===== src/rtl/ternary_pkg.sv =====
// Shared balanced-ternary definitions: trit codes, trit width and the
// state encoding used by the sequential trit engines.
package ternary_pkg;

    localparam int TRIT_W = 2;

    localparam logic [TRIT_W-1:0] TRIT_POS  = 2'b10;
    localparam logic [TRIT_W-1:0] TRIT_ZERO = 2'b00;
    localparam logic [TRIT_W-1:0] TRIT_NEG  = 2'b01;
    localparam logic [TRIT_W-1:0] TRIT_ERR  = 2'b11;

    typedef enum logic [1:0] {
        S_IDLE = 2'd0,
        S_RUN  = 2'd1,
        S_DONE = 2'd2
    } state_t;

endpackage


===== src/rtl/xor_te.sv =====
// Combinational tritwise XOR cell: balanced sum of two trits modulo 3.
// A malformed input trit forces a zero result and raises err.
module xor_te
    import ternary_pkg::*;
(
    input  logic [TRIT_W-1:0] a,
    input  logic [TRIT_W-1:0] b,
    output logic [TRIT_W-1:0] c,
    output logic              err
);

    always_comb begin
        c   = TRIT_ZERO;
        err = 1'b0;
        if (a == TRIT_ERR || b == TRIT_ERR) begin
            err = 1'b1;
        end else if (a == TRIT_ZERO) begin
            c = b;
        end else if (b == TRIT_ZERO) begin
            c = a;
        end else if (a == b) begin
            // +1 + +1 wraps to -1, -1 + -1 wraps to +1
            c = (a == TRIT_POS) ? TRIT_NEG : TRIT_POS;
        end else begin
            c = TRIT_ZERO;
        end
    end

endmodule


===== src/rtl/xor_te_seq.sv =====
// Sequential tritwise XOR over an N-trit word using one shared xor_te cell,
// one trit per clock LSB first, with start/busy/done handshake and error capture.
module xor_te_seq
    import ternary_pkg::*;
#(
    parameter int N_TRITS     = 9,
    parameter bit STOP_ON_ERR = 1'b0,
    parameter int IDX_W       = $clog2(N_TRITS)
) (
    input  logic                      clk,
    input  logic                      rst,
    input  logic                      start,
    input  logic [TRIT_W*N_TRITS-1:0] a,
    input  logic [TRIT_W*N_TRITS-1:0] b,
    output logic                      busy,
    output logic                      done,
    output logic [TRIT_W*N_TRITS-1:0] c,
    output logic                      err,
    output logic [IDX_W-1:0]          err_idx
);

    localparam int              WORD_W   = TRIT_W * N_TRITS;
    localparam logic [IDX_W-1:0] LAST_IDX = IDX_W'(N_TRITS - 1);

    // Handshake: start is sampled only in IDLE; busy covers RUN and DONE;
    // done is a single-cycle pulse in DONE when c/err/err_idx are valid.
    state_t             state_q, state_d;
    logic [IDX_W-1:0]   idx_q;
    logic [WORD_W-1:0]  a_q, b_q, c_q;
    logic               err_q;
    logic [IDX_W-1:0]   err_idx_q;
    logic               accept;

    logic [TRIT_W-1:0]  sel_a, sel_b, cell_c;
    logic               cell_err;

    always_comb begin
        sel_a = TRIT_ZERO;
        sel_b = TRIT_ZERO;
        for (int i = 0; i < N_TRITS; i++) begin
            if (idx_q == IDX_W'(i)) begin
                sel_a = a_q[i*TRIT_W +: TRIT_W];
                sel_b = b_q[i*TRIT_W +: TRIT_W];
            end
        end
    end

    xor_te u_cell (
        .a   (sel_a),
        .b   (sel_b),
        .c   (cell_c),
        .err (cell_err)
    );

    always_comb begin
        state_d = state_q;
        accept  = 1'b0;
        case (state_q)
            S_IDLE: begin
                if (start) begin
                    accept  = 1'b1;
                    state_d = S_RUN;
                end
            end
            S_RUN: begin
                if (idx_q == LAST_IDX || (STOP_ON_ERR && cell_err)) begin
                    state_d = S_DONE;
                end
            end
            S_DONE:  state_d = S_IDLE;
            default: state_d = S_IDLE;
        endcase
    end

    always_ff @(posedge clk or posedge rst) begin
        if (rst) begin
            state_q <= S_IDLE;
        end else begin
            state_q <= state_d;
        end
    end

    always_ff @(posedge clk or posedge rst) begin
        if (rst) begin
            idx_q     <= '0;
            a_q       <= '0;
            b_q       <= '0;
            c_q       <= '0;
            err_q     <= 1'b0;
            err_idx_q <= '0;
        end else if (accept) begin
            idx_q     <= '0;
            a_q       <= a;
            b_q       <= b;
            c_q       <= '0;
            err_q     <= 1'b0;
            err_idx_q <= '0;
        end else if (state_q == S_RUN) begin
            for (int i = 0; i < N_TRITS; i++) begin
                if (idx_q == IDX_W'(i)) begin
                    c_q[i*TRIT_W +: TRIT_W] <= cell_c;
                end
            end
            if (cell_err && !err_q) begin
                err_q     <= 1'b1;
                err_idx_q <= idx_q;
            end
            // On an early abort the index freezes; untouched trits stay zero.
            if (state_d == S_RUN) begin
                idx_q <= idx_q + IDX_W'(1);
            end
        end
    end

    assign busy    = (state_q != S_IDLE);
    assign done    = (state_q == S_DONE);
    assign c       = c_q;
    assign err     = err_q;
    assign err_idx = err_idx_q;

endmodule


===== config.mk =====
export PLATFORM = sky130hd
export DESIGN_NAME = xor_te_seq
export DESIGN_NICKNAME = d
export VERILOG_FILES = /design/src/rtl/ternary_pkg.sv /design/src/rtl/xor_te.sv /design/src/rtl/xor_te_seq.sv
export SDC_FILE = /design/constraint.sdc
export NUM_CORES = 1
export LEC_CHECK = 0
export CAP_MARGIN = 40
export CORE_MARGIN = 1.5
export CORE_UTILIZATION = 57
export CTS_BUF_LIST = sky130_fd_sc_hd__clkbuf_4
export CTS_CLUSTER_SIZE = 24
export DETAILED_ROUTE_END_ITERATION = 10
export HOLD_SLACK_MARGIN = 0.05
export PLACE_DENSITY = 0.87
export SLEW_MARGIN = 40
export SYNTH_ARGS = -nofsm -noshare
export SYNTH_HDL_FRONTEND = slang
export SYNTH_SLANG_ARGS = --single-unit

===== constraint.sdc =====
create_clock -name clk -period 5.4 [get_ports clk]
set_input_delay 1.08 -clock clk [delete_from_list [all_inputs] [get_ports clk]]
set_output_delay 1.08 -clock clk [all_outputs]
set_load 0.005 [all_outputs]

Yosys cells after proc, flatten, opt, wreduce, memory -nomap -nowiden

Index checks and enable logic that the tools add are counted.

Eq/ne operators: 15
Reductions and logical operators: 31
Mux-type cells: 49
Add/subtract/negate cells: 1

Operators by type and width:

| operator            | count |
|---|---|
| $mux 2              | 34 |
| $mux 18             | 2 |
| $reduce_bool 2->1   | 13 |
| $mux 4              | 6 |
| $reduce_and 2->1    | 11 |
| $eq 4x3->1 const B  | 4 |
| $eq 2x2->1 const B  | 4 |
| $eq 4x2->1 const B  | 2 |
| $logic_not 2->1     | 3 |
| $mux 1              | 6 |
| $add 4x1->4 const B | 1 |
| $eq 2x1->1 const B  | 2 |
| $eq 4x1->1 const B  | 1 |
| $eq 4x4->1 const B  | 1 |
| $logic_not 4->1     | 1 |
| $pmux 2 s2          | 1 |
| $eq 2x2->1          | 1 |
| $logic_and 1x1->1   | 1 |
| $logic_not 1->1     | 1 |
| $logic_or 1x1->1    | 1 |

Input port bits: 39
Logic and storage cells: 111
Register bits after elaboration: 65

Logic depth before layout (Yosys ltp)

Depth after elaboration: 19
Depth in mapped cells: 11
Mapped depth without buffers: 9

By module

A second synthesis with hierarchy kept.

Cells, all modules: 293
Area, all modules: 3156.8 µm²

By module, submodules not included:

| module     | sequential area each (µm²) | area an instance (µm²) | cells each | times used |
|---|---|---|---|---|
| xor_te_seq | 1626.6                     | 3085.5                 | 285        | 1 |
| xor_te     | 0.0                        | 71.3                   | 8          | 1 |

Worst setup path before layout

OpenSTA, ideal clock, no wires.

Kind: register to register
Start point: reg idx_q[0]
End point: reg c_q[14], in the netlist c[14]
Required time: 5253 ps
Clock period less this slack: 2412 ps
Stages on the path, launching flop included: 10
Setup slack: 2988 ps
Arrival time: 2265 ps
Setup time: 147 ps
Cells stage by stage: dfrtp_1 -> ha_1 -> buf_2 -> or3_1 -> a21oi_1 -> a211oi_1 -> a311oi_4 -> and4b_1 -> nor3_4 -> a311oi_1

Cells in the longest elaborated chain, start to end: 19

RTL lines:

| item                           | RTL line          | text |
|---|---|---|
| start: declaration             | xor_te_seq.sv:28  | `logic [IDX_W-1:0] idx_q;` |
| start signal: assignment       | xor_te_seq.sv:110 | `idx_q <= idx_q + IDX_W'(1);` |
| $logic_not 4->1                | xor_te_seq.sv:41  | `if (idx_q == IDX_W'(i)) begin` |
| $mux 2 (9 in series)           | xor_te_seq.sv:41  |  |
| $eq 2x2->1                     | xor_te.sv:23      | `c = (a == TRIT_POS) ? TRIT_NEG : TRIT_POS;` |
| $mux 2                         | xor_te.sv:23      |  |
| $mux 2                         | xor_te.sv:21      | `end else if (a == b) begin` |
| $mux 2                         | xor_te.sv:19      | `end else if (b == TRIT_ZERO) begin` |
| $mux 2                         | xor_te.sv:17      | `end else if (a == TRIT_ZERO) begin` |
| $mux 2                         | xor_te.sv:15      | `if (a == TRIT_ERR \|\| b == TRIT_ERR) begin` |
| $mux 2                         | xor_te_seq.sv:100 | `if (idx_q == IDX_W'(i)) begin` |
| $mux 18                        | xor_te_seq.sv:98  | `end else if (state_q == S_RUN) begin` |
| $mux 18                        | xor_te_seq.sv:91  | `end else if (accept) begin` |
| end signal: indexed assignment | xor_te_seq.sv:101 | `c_q[i*TRIT_W +: TRIT_W] <= cell_c;` |
| end: declaration               | xor_te_seq.sv:29  | `logic [WORD_W-1:0] a_q, b_q, c_q;` |

Parallel ways exist; a longest one is shown, timed or not. The select of a mux whose other input is x is not followed.
A chain may end at the register's enable or synchronous reset.

Final worst setup path

Same ends and word-level chain as after synthesis.

==> metrics.md <==
| Metric | Value |
|---|---|
| Status | finished, final reports clean |
| Vias per cell | 5.67 |
| Main area contributors after synthesis | dfrtp_1, nand2_1, a21oi_1 |
| Finished Layout Cells | 487 |
| Iteration-0 DRC Markers | 187 |
| Hold Path Stages | 2 |
| First-pass GRT wire length | 12400 um |
| Top cell type's share of synthesized area | 0.513 |
| Vias in the first global route | 2657 |
| Async set-reset flop share out of synthesis | 1.00 |
| Post-synth top flop | dfrtp_1 |
| Fin Setup TNS | 0 ns |
| Critical-path maximum fanout | 20 |
| Initial antenna violation count | 0 |
| Worst clock skew | 0.0161 ns |
| FF-to-FF path depth | 9 |
| Gr usage total | 0.262 |
| Drt drc | 0 |
| Hold Path End | a_q[0]$_DFFE_PP0P_ |
| Final worst setup slack | 2.26 ns |
| Clock tree from TritonCTS | yes |
| Die Y | 77.6 um |
| Congestion Overflow GR | 0 |
| DRT Pass-1 Iters | 4 |
| Num ports | 64 |
| Pwr Density | 593 nW/um2 |
| DP Worst Slack | 2.29 ns |
| RSZ-0062 raised after global routing | false |
| Post-Synthesis Cells | 362 |
| Worst Path Arrival | 3.37 ns |
| Share of cells above drive strength 1 | 0.0576 |
| Least-Margin Pin Slew | 0.805 ns |
| Worst Min Path Start | a_q[0]$_DFFE_PP0P_ |
| Post-detail-place hpwl | 5190 um |
| # nets final | 456 |
| Rows | 26 |
| Pin count of the biggest net entering global routing | 66 |
| Routed length per instance | 15.0 um |
| DP Cell Count | 472 |
| Vias | 2761 |
| Syn_nets | 405 |
| Lkg Pwr | 0.00177 uW |
| Max-slew headroom | 0.462 |
| # clock sinks | 65 |
| Crit path required time | 5.63 ns |
| R2r endpoint | c[14]$_DFFE_PP0P_ |
| Syn avg cell area | 8.75 um2 |
| Maximum clock frequency | 318 MHz |
| Reg2reg setup slack | 2.26 ns |
| Htree depth | 3 |
| Fin. Hold Viols | 0 |
| Ys Warns | 0 |
| CTS buffer count | 9 |
| Synthesized area | 3170 um2 |
| CP Class | register to register |
| Core area | 5240 um2 |
| Die Span X | 77.6 um |
| Min Tclk post-route | 3.14 ns |
| Clk_lat worst skew | 0.39 ns |
| DIE AREA | 6020 um2 |
| Reg2reg start | idx_q[0]$_DFFE_PP0P_ |
| Routed Antenna Nets | 0 |
| Final count of negative-setup-slack endpoints | 0 |
| Post_cts resized | 0 |
| Final worst-path cycle share | 0.582 |
| Flops & latches, synth | 65 |
| Port Buf Inserts | 63 |
| Number of synthesized flops with an enable pin | 0 |
| Initial core utilization | 0.605 |
| Clk root buf | clkbuf_4 |
| Sequential area share after synthesis | 0.513 |
| Setup Buffers After CTS | 0 |
| Max Slew Vio Count | 0 |
| Yosys top cell by area | dfrtp_1 |
| Max-capacitance violation count | 0 |
| Crit end category | register |
| Cell variety after synth | 41 |
| Max IR drop VDD | 0.000273 V |
| Crit start category | register |
| HP Class | register to register |
| Number of diodes | 0 |
| Clock-pin slew on the worst setup and hold paths | 0.11 ns |
| GP Congestion | 0.814 |
| Max clock buf depth | 2 |
| Total Wirelength | 7300 um |
| CTS Hold Bufs | 0 |
| Synth-to-layout area growth | 24.3% |
worst max path at each step:
stage,from,endpoint,cells after the start
global placement,start,c[9]$_DFFE_PP0P_,5
detailed placement,idx_q[0]$_DFFE_PP0P_,c[14]$_DFFE_PP0P_,9
global route,idx_q[0]$_DFFE_PP0P_,c[14]$_DFFE_PP0P_,9
finish,idx_q[0]$_DFFE_PP0P_,c[14]$_DFFE_PP0P_,9
floorplan,rst,a_q[0]$_DFFE_PP0P_,1
CTS,idx_q[0]$_DFFE_PP0P_,c[14]$_DFFE_PP0P_,9
Yosys cell counts, types with 2 or more instances:
library cell    n
o21a_1          3
nand3_1         9
o22ai_1         2
nand2b_1        3
a311oi_1        9
clkbuf_1       15
nor2b_1         3
xnor2_1         4
a31oi_1         4
ha_1            4
nor3_1          4
inv_1          12
a221oi_1        2
buf_2           7
o21ai_0        18
nor3b_1         3
mux2i_1         6
a211oi_1        3
a21oi_1        24
nand3b_1        6
dfrtp_1        65
buf_1           3
nand2_1       123
and4b_1         2
o22a_1          2
nor2_1         11
per-layer routing:
metal | GRT usage | part of all wire | vias to the layer above
met3 | 0.0506 | 0.052 | 21
met5 | 0 | 0 | -
met2 | 0.417 | 0.48 | 98
li1 | - | - | 1327
met4 | 0.113 | 0.022 | 0
met1 | 0.350 | 0.44 | 1315
cells by family after synthesis:
family,synth area share
DFF,0.513
adders and majority gates,0.0158
buffers and inverters,0.0466
AOI/OAI and AO/OA,0.158
and+or+nand+nor,0.237
muxes,0.0190
xor gates and xnor gates,0.0111
cell usage in the layout, fill, tap and decap left out, types with 2 or more instances in the layout:
| master | instances |
|---|---|
| nand2_1 | 123 |
| dfrtp_1 | 65 |
| clkdlybuf4s50_1 | 63 |
| a21oi_1 | 24 |
| o21ai_0 | 18 |
| nor2_1 | 11 |
| inv_1 | 11 |
| clkbuf_4 | 11 |
| nand3_1 | 9 |
| a311oi_1 | 9 |
| nand3b_1 | 6 |
| mux2i_1 | 6 |
| xnor2_1 | 4 |
| a31oi_1 | 4 |
| ha_1 | 4 |
| nor2b_1 | 3 |
| nand2b_1 | 3 |
| a211oi_1 | 3 |
| nor3b_1 | 3 |
| o21a_1 | 3 |
| nor3_1 | 3 |
| clkinv_2 | 3 |
| o22a_1 | 2 |
| a221oi_1 | 2 |
| o22ai_1 | 2 |
| nor3_2 | 2 |
| and4b_1 | 2 |
flip-flops by register name, summed over array words and instances, names as in the netlist:
name / flops
a_q: 18
b_q: 18
c: 18
err_idx: 4
idx_q: 4
state_q: 2
err: 1
critical path, stage by stage (launching register included):
cell and delay, ns:
dfrtp_1 0.43, inv_1 0.14, ha_1 0.65, nand2b_1 0.20, o22a_1 0.23, a31oi_1 0.36, o21ai_0 0.21, and4b_1 0.25
nor3_4 0.32, a311oi_1 0.17
where the power goes:
group | internal [uW] | switching (uW) | leakage [uW]
sequential | 693 | 149 | 0.000828
clock | 147 | 161 | 0.0000765
combinational | 496 | 692 | 0.000862
metrics by stage:
stage | hold WS [ns] | total power, uW | utilization | cell area, um2
6_report | 0.485 | 2340 | 0.752 | 3940
5_1_grt | 0.505 | 2520 | 0.752 | 3940
4_1_cts | 0.489 | 2330 | 0.751 | 3930
3_5_place_dp | 0.467 | 2020 | 0.727 | 3810
3_3_place_gp | 0.460 | 1970 | 0.726 | 3800
2_1_floorplan | 0.438 | 1650 | - | 3170
cell type report:
cell class	count	area [um2]
Sequential cell	65	1630
Timing Repair Buffer	65	649
Tap cell	70	87.6
Clock inverter	4	45.0
Inverter	12	45.0
Clock buffer	11	82.6
Fill cell	405	1300
Multi-Input combinational cell	260	1400
Power figures use the tool's default switching activity.
